==> config.mk <==
export PLATFORM = sky130hd
export DESIGN_NAME = id_stat_flat
export DESIGN_NICKNAME = d
export VERILOG_FILES = /design/src/rtl/id_stat_pkg.sv /design/src/rtl/id_stat_if.sv /design/src/rtl/sat_cnt.sv /design/src/rtl/id_stat.sv /design/src/flat_wrapper.sv
export SDC_FILE = /design/constraint.sdc
export NUM_CORES = 1
export LEC_CHECK = 0
export ABC_AREA = 1
export ABC_CLOCK_PERIOD_IN_PS = 8200
export BUFFER_PORTS_ARGS = -buffer_cell sky130_fd_sc_hd__buf_2
export CAP_MARGIN = 20
export CORE_UTILIZATION = 43
export CTS_BUF_LIST = sky130_fd_sc_hd__clkbuf_8
export CTS_CLUSTER_SIZE = 14
export DETAILED_ROUTE_END_ITERATION = 16
export PLACE_DENSITY = 0.58
export SLEW_MARGIN = 20
export SYNTH_ARGS = -nofsm -noshare
export SYNTH_HDL_FRONTEND = slang
export SYNTH_SLANG_ARGS = --single-unit
==> constraint.sdc <==
create_clock -name clk -period 8.2 [get_ports clk]
set_clock_uncertainty 0.2 [all_clocks]
set_input_delay 0.41 -clock clk [delete_from_list [all_inputs] [get_ports clk]]
set_output_delay 0.41 -clock clk [all_outputs]
set_load 0.01 [all_outputs]
==> src/rtl/id_stat_pkg.sv <==
// id_stat_pkg: shared definitions for the identifier statistics block.
//   state_e   - window controller state encoding
//   CNT_W_DEF - default width of every counter and report field
package id_stat_pkg;

  typedef enum logic [1:0] {
    IDLE = 2'd0,
    RUN  = 2'd1,
    HOLD = 2'd2
  } state_e;

  localparam int CNT_W_DEF = 16;

endpackage

==> src/rtl/id_stat_if.sv <==
// id_stat_if: report channel of id_stat (valid/ready handshake plus fields).
//   rpt_valid  - report fields valid, held until accepted
//   rpt_ready  - consumer accepts when high together with rpt_valid
//   rpt_chars  - cycles counted inside the window
//   rpt_ids    - distinct identifiers (rising edges of id_hit)
//   rpt_hits   - cycles with id_hit=1
//   rpt_maxrun - longest run of consecutive hit cycles
//   rpt_last   - last character sampled with a hit, 0 if none
// master: report producer (id_stat); slave: report consumer.
interface id_stat_if
  import id_stat_pkg::*;
#(
  parameter int CNT_W = CNT_W_DEF
);

  logic             rpt_valid;
  logic             rpt_ready;
  logic [CNT_W-1:0] rpt_chars;
  logic [CNT_W-1:0] rpt_ids;
  logic [CNT_W-1:0] rpt_hits;
  logic [CNT_W-1:0] rpt_maxrun;
  logic [7:0]       rpt_last;

  modport master (
    output rpt_valid, rpt_chars, rpt_ids, rpt_hits, rpt_maxrun, rpt_last,
    input  rpt_ready
  );

  modport slave (
    input  rpt_valid, rpt_chars, rpt_ids, rpt_hits, rpt_maxrun, rpt_last,
    output rpt_ready
  );

endinterface

==> src/rtl/sat_cnt.sv <==
// sat_cnt: saturating up-counter with synchronous clear.
//   clk, reset_n - clock, asynchronous active-low reset
//   clr_i        - clear to zero (wins over inc_i)
//   inc_i        - increment by one, holding at all-ones
//   nxt_o        - value the counter takes at the next clock edge
// The next-state value is exported so the owner can capture a result that
// already includes the current cycle's contribution.
module sat_cnt
  import id_stat_pkg::*;
#(
  parameter int CNT_W = CNT_W_DEF
) (
  input  logic             clk,
  input  logic             reset_n,
  input  logic             clr_i,
  input  logic             inc_i,
  output logic [CNT_W-1:0] nxt_o
);

  logic [CNT_W-1:0] cnt_q;
  logic [CNT_W-1:0] cnt_d;

  always_comb begin
    cnt_d = cnt_q;
    if (clr_i) begin
      cnt_d = '0;
    end else if (inc_i && (cnt_q != {CNT_W{1'b1}})) begin
      cnt_d = cnt_q + CNT_W'(1);
    end
  end

  always_ff @(posedge clk or negedge reset_n) begin
    if (!reset_n) begin
      cnt_q <= '0;
    end else begin
      cnt_q <= cnt_d;
    end
  end

  assign nxt_o = cnt_d;

endmodule

==> src/rtl/id_stat.sv <==
// id_stat: gathers statistics on identifier hits over a start/stop window
// and hands them out as a single valid/ready report.
//   clk, reset_n - clock, asynchronous active-low reset
//   char         - character presented alongside id_hit
//   id_hit       - identifier detector output, sampled each edge
//   start, stop  - window open / close pulses
//   busy         - registered, high while in RUN or HOLD
//   rpt          - report channel (master side)
module id_stat
  import id_stat_pkg::*;
#(
  parameter int CNT_W = CNT_W_DEF
) (
  input  logic       clk,
  input  logic       reset_n,
  input  logic [7:0] char,
  input  logic       id_hit,
  input  logic       start,
  input  logic       stop,
  output logic       busy,
  id_stat_if.master  rpt
);

  state_e state_q, state_d;

  logic             run_cyc, start_ok, stop_ok, accept;
  logic             hit_cyc;
  logic [CNT_W-1:0] chars_nxt, ids_nxt, hits_nxt, run_nxt;
  logic [CNT_W-1:0] maxrun_q, maxrun_d;
  logic [7:0]       last_q, last_d;
  logic             prev_q, prev_d;
  logic             busy_q;
  logic             rpt_valid_q;
  logic [CNT_W-1:0] rpt_chars_q, rpt_ids_q, rpt_hits_q, rpt_maxrun_q;
  logic [7:0]       rpt_last_q;

  assign run_cyc  = (state_q == RUN);
  assign start_ok = (state_q == IDLE) && start;
  assign stop_ok  = run_cyc && stop;
  assign accept   = (state_q == HOLD) && rpt_valid_q && rpt.rpt_ready;
  assign hit_cyc  = run_cyc && id_hit;

  always_ff @(posedge clk or negedge reset_n) begin
    if (!reset_n) begin
      state_q <= IDLE;
    end else begin
      state_q <= state_d;
    end
  end

  always_comb begin
    state_d = state_q;
    case (state_q)
      IDLE:    if (start)  state_d = RUN;
      RUN:     if (stop)   state_d = HOLD;
      HOLD:    if (accept) state_d = IDLE;
      default: state_d = IDLE;
    endcase
  end

  // Counters are cleared on the start cycle so the first RUN cycle counts
  // from zero; the run counter also clears on every non-hit RUN cycle.
  sat_cnt #(.CNT_W(CNT_W)) u_chars (
    .clk(clk), .reset_n(reset_n), .clr_i(start_ok), .inc_i(run_cyc),
    .nxt_o(chars_nxt)
  );

  sat_cnt #(.CNT_W(CNT_W)) u_ids (
    .clk(clk), .reset_n(reset_n), .clr_i(start_ok), .inc_i(hit_cyc && !prev_q),
    .nxt_o(ids_nxt)
  );

  sat_cnt #(.CNT_W(CNT_W)) u_hits (
    .clk(clk), .reset_n(reset_n), .clr_i(start_ok), .inc_i(hit_cyc),
    .nxt_o(hits_nxt)
  );

  sat_cnt #(.CNT_W(CNT_W)) u_run (
    .clk(clk), .reset_n(reset_n), .clr_i(start_ok || (run_cyc && !id_hit)),
    .inc_i(hit_cyc), .nxt_o(run_nxt)
  );

  // Comparing against the post-increment run keeps a run that is still
  // open on the stop cycle in the result.
  always_comb begin
    maxrun_d = maxrun_q;
    last_d   = last_q;
    prev_d   = prev_q;
    if (start_ok) begin
      maxrun_d = '0;
      last_d   = '0;
      prev_d   = 1'b0;
    end else if (run_cyc) begin
      prev_d = id_hit;
      if (id_hit) begin
        last_d = char;
        if (run_nxt > maxrun_q) maxrun_d = run_nxt;
      end
    end
  end

  always_ff @(posedge clk or negedge reset_n) begin
    if (!reset_n) begin
      maxrun_q     <= '0;
      last_q       <= '0;
      prev_q       <= 1'b0;
      busy_q       <= 1'b0;
      rpt_valid_q  <= 1'b0;
      rpt_chars_q  <= '0;
      rpt_ids_q    <= '0;
      rpt_hits_q   <= '0;
      rpt_maxrun_q <= '0;
      rpt_last_q   <= '0;
    end else begin
      maxrun_q <= maxrun_d;
      last_q   <= last_d;
      prev_q   <= prev_d;
      busy_q   <= (state_d != IDLE);
      if (stop_ok) begin
        rpt_valid_q  <= 1'b1;
        rpt_chars_q  <= chars_nxt;
        rpt_ids_q    <= ids_nxt;
        rpt_hits_q   <= hits_nxt;
        rpt_maxrun_q <= maxrun_d;
        rpt_last_q   <= last_d;
      end else if (accept) begin
        rpt_valid_q <= 1'b0;
      end
    end
  end

  assign busy           = busy_q;
  assign rpt.rpt_valid  = rpt_valid_q;
  assign rpt.rpt_chars  = rpt_chars_q;
  assign rpt.rpt_ids    = rpt_ids_q;
  assign rpt.rpt_hits   = rpt_hits_q;
  assign rpt.rpt_maxrun = rpt_maxrun_q;
  assign rpt.rpt_last   = rpt_last_q;

endmodule

==> src/flat_wrapper.sv <==
// flat-port wrapper written by rule: the top's interface ports become plain ports
module id_stat_flat import id_stat_pkg::*;
#(
  parameter int CNT_W = CNT_W_DEF
)
  (clk, reset_n, char, id_hit, start, stop, busy, rpt_rpt_valid, rpt_rpt_chars, rpt_rpt_ids, rpt_rpt_hits, rpt_rpt_maxrun, rpt_rpt_last, rpt_rpt_ready);
  id_stat_if #(.CNT_W(CNT_W)) rpt_i ();
  input  logic clk;
  input  logic reset_n;
  input  logic [7:0] char;
  input  logic id_hit;
  input  logic start;
  input  logic stop;
  output logic busy;
  output wire logic [$bits(rpt_i.rpt_valid)-1:0] rpt_rpt_valid;
  output wire logic [$bits(rpt_i.rpt_chars)-1:0] rpt_rpt_chars;
  output wire logic [$bits(rpt_i.rpt_ids)-1:0] rpt_rpt_ids;
  output wire logic [$bits(rpt_i.rpt_hits)-1:0] rpt_rpt_hits;
  output wire logic [$bits(rpt_i.rpt_maxrun)-1:0] rpt_rpt_maxrun;
  output wire logic [$bits(rpt_i.rpt_last)-1:0] rpt_rpt_last;
  input wire logic [$bits(rpt_i.rpt_ready)-1:0] rpt_rpt_ready;
  assign rpt_rpt_valid = rpt_i.rpt_valid;
  assign rpt_rpt_chars = rpt_i.rpt_chars;
  assign rpt_rpt_ids = rpt_i.rpt_ids;
  assign rpt_rpt_hits = rpt_i.rpt_hits;
  assign rpt_rpt_maxrun = rpt_i.rpt_maxrun;
  assign rpt_rpt_last = rpt_i.rpt_last;
  assign rpt_i.rpt_ready = rpt_rpt_ready;
  id_stat #(.CNT_W(CNT_W)) u_core (.clk(clk), .reset_n(reset_n), .char(char), .id_hit(id_hit), .start(start), .stop(stop), .busy(busy), .rpt(rpt_i));
endmodule
After elaboration in Yosys (flattened, before gate mapping)

Index checks and enable logic that the tools add are counted.

Register bits: 165
Bits in latches: 0
RAM bits: 0
Memory bits (read-only): 0
Input port bits: 14
Output and inout port bits: 74
Word-level logic and storage cells: 67
Memories: 0

Add/sub/neg operators: 4
Multipliers: 0
Divide/modulo/power cells: 0
$lt $le $gt $ge: 1
Equality and inequality tests: 6
Shift operators: 0
Mux-type cells: 23
Bitwise gates (word level): 0
Reduce and logical (&&, ||, !) cells: 18

Operators with widths:

| kind                                          | number |
|---|---|
| two-way mux 16 bit                            | 12 |
| adder 16 x 1 -> 16 bit, second input constant | 4 |
| inequality test 16 bit, second input constant | 4 |
| two-way mux 8 bit                             | 3 |
| > comparator 16 bit                           | 1 |
| logical AND 1 bit                             | 11 |
| two-way mux 2 bit                             | 3 |
| case mux 2 bit (3 select lines)               | 1 |
| nonzero test 2 bit                            | 3 |
| two-way mux 1 bit                             | 4 |
| == test 2 x 1 -> 1 bit, second input constant | 1 |
| == test 2 bit, second input constant          | 1 |
| logical NOT 1 bit                             | 2 |
| logical NOT 2 bit                             | 1 |
| logical OR 1 bit                              | 1 |

Longest topological paths before layout

Word-level depth: 10
Mapped depth: 24
Mapped depth without buffers: 23

Modules after synthesis

A second synthesis with hierarchy kept.

Cell total of the unflattened synthesis: 1139
Area total of the unflattened synthesis: 8842.2 µm²

By module, submodules not included:

| module  | times used | cells each | area each (µm²) | sequential area each (µm²) |
|---|---|---|---|---|
| id_stat | 1          | 523        | 4453.0          | 2527.4 |
| sat_cnt | 4          | 154        | 1097.3          | 400.4 |

Least setup slack after synthesis

No wires, ideal clock.

Kind: flip-flop to flip-flop
Start: register u_core.state_q[1]
End: register u_core.maxrun_q[10]
Library setup time: 0.120 ns
Arrival: 2.928 ns
Data required time: 7.880 ns
Setup slack: 4.952 ns
Stages on the path, launching flop included: 20
Buffers on the path: 2
Period minus slack after synthesis: 3.248 ns
Cell sequence: dfrtp_1 nor2_4 inv_2 o21ai_0 inv_1 clkbuf_1 nand3_1 inv_1 ha_1 nand2_1 nor2_1 nand2_1 nor2_1 nand2_1 nand3_1 nand3_1 inv_1 buf_2 nand2_1 and3_1

Longest elaborated chain between the ends: 10
Elaborated cells between the ends (all ways): 14
Classes of those cells: order compare: 1; eq/ne: 1; mux: 6; reduce/logical: 6

Ends and longest elaborated chain:

| what                    | line           | source |
|---|---|---|
| from (decl)             | id_stat.sv:24  | `state_e state_q, state_d;` |
| from (signal assigned)  | id_stat.sv:47  | `state_q <= state_d;` |
| == test 2 x 1 -> 1 bit  | id_stat.sv:37  | `assign run_cyc = (state_q == RUN);` |
| logical AND 1 bit       | id_stat.sv:41  | `assign hit_cyc = run_cyc && id_hit;` |
| logical AND 1 bit       | sat_cnt.sv:27  | `end else if (inc_i && (cnt_q != {CNT_W{1'b1}})) begin` |
| two-way mux 16 bit      | sat_cnt.sv:27  |  |
| two-way mux 16 bit (*)  | sat_cnt.sv:25  | `if (clr_i) begin` |
| via u_core.run_nxt[15]  | id_stat.sv:28  | `logic [CNT_W-1:0] chars_nxt, ids_nxt, hits_nxt, run_nxt;` |
| > comparator 16 bit (*) | id_stat.sv:97  | `if (run_nxt > maxrun_q) maxrun_d = run_nxt;` |
| two-way mux 16 bit (*)  | id_stat.sv:97  |  |
| two-way mux 16 bit (*)  | id_stat.sv:95  | `if (id_hit) begin` |
| two-way mux 16 bit (*)  | id_stat.sv:93  | `end else if (run_cyc) begin` |
| two-way mux 16 bit (*)  | id_stat.sv:89  | `if (start_ok) begin` |
| via u_core.maxrun_d[10] | id_stat.sv:29  | `logic [CNT_W-1:0] maxrun_q, maxrun_d;` |
| to (signal assigned)    | id_stat.sv:115 | `maxrun_q <= maxrun_d;` |
| to (decl)               | id_stat.sv:29  |  |

The timed path passes the listed nets; every way through them passes the cells marked *.
A chain may end at the register's enable or synchronous reset.

Final worst setup path

Start: register u_core.state_q[1]
End: register u_core.rpt_maxrun_q[14] (netlist: u_core.rpt.rpt_maxrun[14])

Longest elaborated chain between the ends: 10
Elaborated cells between the ends (all ways): 15
Classes of those cells: order compare: 1; eq/ne: 1; mux: 6; reduce/logical: 7

Ends and longest elaborated chain:

| what                   | line           | source |
|---|---|---|
| == test 2 x 1 -> 1 bit | id_stat.sv:37  |  |
| logical AND 1 bit      | id_stat.sv:41  |  |
| logical AND 1 bit      | sat_cnt.sv:27  |  |
| two-way mux 16 bit     | sat_cnt.sv:27  |  |
| two-way mux 16 bit (*) | sat_cnt.sv:25  |  |
| via u_core.run_nxt[14] | id_stat.sv:28  |  |
| > comparator 16 bit    | id_stat.sv:97  |  |
| two-way mux 16 bit (*) | id_stat.sv:97  |  |
| two-way mux 16 bit (*) | id_stat.sv:95  |  |
| two-way mux 16 bit (*) | id_stat.sv:93  |  |
| two-way mux 16 bit (*) | id_stat.sv:89  |  |
| to (signal assigned)   | id_stat.sv:124 | `rpt_maxrun_q <= maxrun_d;` |
| to (decl)              | id_stat.sv:34  | `logic [CNT_W-1:0] rpt_chars_q, rpt_ids_q, rpt_hits_q, rpt_maxrun_q;` |

Marks and branches as above.

==> impl_metrics.tcl <==
set metrics [dict create \
    initialDrtViolationCount 530 \
    gp_congestion 0.8843 \
    cp.arrival_ns 5.09 \
    first_pass_iters 5 \
    fmax_ghz 0.2033 \
    die-area_um2 20110 \
    critPathKind "reg -> reg" \
    ys_ff_latch 165 \
    final_max_slew_viol_count 0 \
    ctsHtreeMaxLevel 4 \
    slew_headroom 0.3641 \
    outcome "finished, final reports clean" \
    ys_warn_count 0 \
    hold_path.class "in -> reg" \
    critical_path_required_ns 8.37 \
    vias 7091 \
    cp_slowest_stage_delay_ns 0.69 \
    critPathLaunchType "flop" \
    post_cts.repair.setup_buffers 0 \
    fp.coreArea_um2 18960 \
    wl_met2_um 8987 \
    postSynthAreaPerCell_um2 7.741 \
    synth_area_leaders "dfrtp_1, nand2_1, inv_1" \
    fin_util 0.4985 \
    detailed_place_hpwl_um 13690 \
    slowest_stage "inv_1" \
    wl_um 20110 \
    numCtsBuffers 17 \
    hold_violations 0 \
    stdcell_area_um2 9449 \
    clock_sinks 165 \
    ant_nets 0 \
    initial_core_util 0.4435 \
    wl_met3_um 622 \
    final_cell_mix "nand2_1, dfrtp_1, inv_1" \
    io_buffers 87 \
    rsz0062_at_grt "false" \
    rows 50 \
    dpl_cell_area_um2 9044 \
    diodes 0 \
    die_w_um 141.8 \
    area_growth_pct 12.40 \
    max-vdd-ir-drop_uv 123.0 \
    layout.nets 1195 \
    powerDensity_nw_per_um2 263.8 \
    cts_resized 0 \
    synth_fp_nets 1120 \
    min_period_ns 4.920 \
    ys_seq_area_frac 0.4911 \
    synth_cell_type_count 36 \
    grt_pass1_vias 6867 \
    routedWlPerCell_um 14.03 \
    fillers 1873 \
    leakagePower_nw 5.083 \
    dr.max_layer_used "met4" \
    cts_root_buf "clkbuf_8" \
    maxCapViolations 0 \
    synthDominantCellAreaShare 0.4911 \
    drive_gt1_frac 0.1295 \
    antenna_found_initial 0 \
    grt_max_degree 89 \
    die_height_um 141.8 \
    route.detailed.drc 0 \
    clk_latency_ns 0.48 \
    clk_pin_slew_ns 0.09 \
    via_per_inst 4.945 \
    setup_viol 0 \
    syn_area_um2 8407 \
    gr-total-overflow 0 \
    endpoint_kind "flop" \
    grt_usage 0.2153 \
    cts_tree "yes" \
    tns_ns 0 \
    fin_crit_sh 0.5999 \
    cts_buffer_depth 2 \
    crit_fanout 15 \
    layout_commonest_cell "nand2_1" \
    wl_met1_um 10130 \
    netlist_instances 1086 \
    path_cells "nor2_4 > inv_2 > nor2_4 > inv_2 > a21oi_2 > nand3_1 > nand3_1 > inv_1 > ha_1 > nand2_1 > nor2_1 > nand2_1 > nor2_1 > nand2_1 > nand3_1 > nand3_1 > inv_1 > nand2_1 > nand4_1 > nand2_1" \
    yosysTopAreaCell "dfrtp_1" \
    io-pin-count 88 \
    worst_pin_slew_ns 0.9504 \
    grt_pass1_wl_um 33900 \
    crit_path_frequent_cell "nand2_1" \
]
## cells in the mapped netlist
library cell and n:
nand2_1 384, dfrtp_1 165, inv_1 123, nor2_1 81, nand3_1 78, o21ai_0 42
nor3_1 26, clkbuf_1 25, nand4_1 24, a21oi_1 23, ha_1 20, xor2_1 16
xnor2_1 12, a21oi_2 11, and3_1 9, buf_2 8, a31oi_1 4, inv_2 4
nand3b_1 3, o211ai_1 3, o21bai_1 3, or2_2 3, buf_4 2, buf_6 2
nor2_4 2, nor4_1 2, o21ai_1 2, a21oi_4 1, a31o_2 1, and2_1 1
buf_1 1, clkinv_1 1, nor3_4 1, nor3b_1 1, nor4_2 1, o21ai_2 1
## final cells by class
cell class,count,area (µm²),share of cell area
flip-flops and latches,165,4129,0.4370
multi-input cells,755,3630,0.3841
repair buffers,94,503.0,0.05323
inverters,128,480.5,0.05085
well taps,260,325.3,0.03443
clock buffers,19,261.5,0.02767
clock inverters,13,120.1,0.01271
## where the power goes
group | leakage [nW] | internal, mW | switching, mW
sequential | 2.25 | 0.968 | 0.0871
clock | 0.195 | 0.260 | 0.323
combinational | 2.64 | 0.259 | 0.595
## worst max-delay path, delay by kind of cell (launching register included)
| kind | cells | cell delay (ns) |
|---|---|---|
| adder cells (fa/ha/maj) | 1 | 0.28 |
| AND/OR/NAND/NOR | 14 | 2.33 |
| buffers and inverters | 4 | 1.09 |
| flip-flops | 1 | 0.42 |
| AO/OA/AOI/OAI | 1 | 0.51 |
## metal layers
| metal | GRT usage | vias up |
|---|---|---|
| li1 | - | 3588 |
| met1 | 0.3052 | 3355 |
| met2 | 0.3329 | 123 |
| met3 | 0.03611 | 25 |
| met4 | 0.07527 | 0 |
| met5 | 0 | - |
## cells by family after synthesis
| family | synth area share |
|---|---|
| AO/OA/AOI/OAI | 0.06370 |
| XOR/XNOR | 0.02917 |
| adder cells (fa/ha/maj) | 0.02977 |
| buffers and inverters | 0.07799 |
| flip-flops | 0.4911 |
| AND/OR/NAND/NOR | 0.3082 |
## worst paths after layout
path / slack, ns / end / from / depth (start not counted)
setup / recovery: 3.28 / u_core.rpt.rpt_maxrun[14] / u_core.state_q[1] / 20
hold / removal: 0.02 / u_core.state_q[0] / stop / 2
setup reg to reg: 3.28 / u_core.rpt.rpt_maxrun[14] / u_core.state_q[1] / 20
hold reg to reg: 0.28 / u_core.rpt.rpt_ids[11] / u_core.rpt.rpt_ids[11] / 2
max in group asynchronous: 6.25 / u_core.u_run.cnt_q[7] / reset_n / 3
min in group asynchronous: 0.35 / u_core.rpt.rpt_last[7] / reset_n / 2
## repair_timing
item	4_1_cts	5_1_grt
endpoints found under the hold margin	88	0
hold buffers	2	0
endpoints found under the setup margin	0	0
## stage by stage
| step | setup WS, ns | hold WS, ns | power (mW) | cells |
|---|---|---|---|---|
| floorplan | 4.952 | -0.08559 | 1.648 | 1086 |
| global placement | 3.426 | 0.2599 | 1.922 | 1400 |
| detailed placement | 3.282 | 0.2601 | 1.933 | 1400 |
| CTS | 3.251 | 0.004528 | 2.524 | 1434 |
| global route | 2.732 | 0.004533 | 2.691 | 1434 |
| finish | 3.280 | 0.01951 | 2.493 | 1434 |
(Power assumes the default switching activity.)
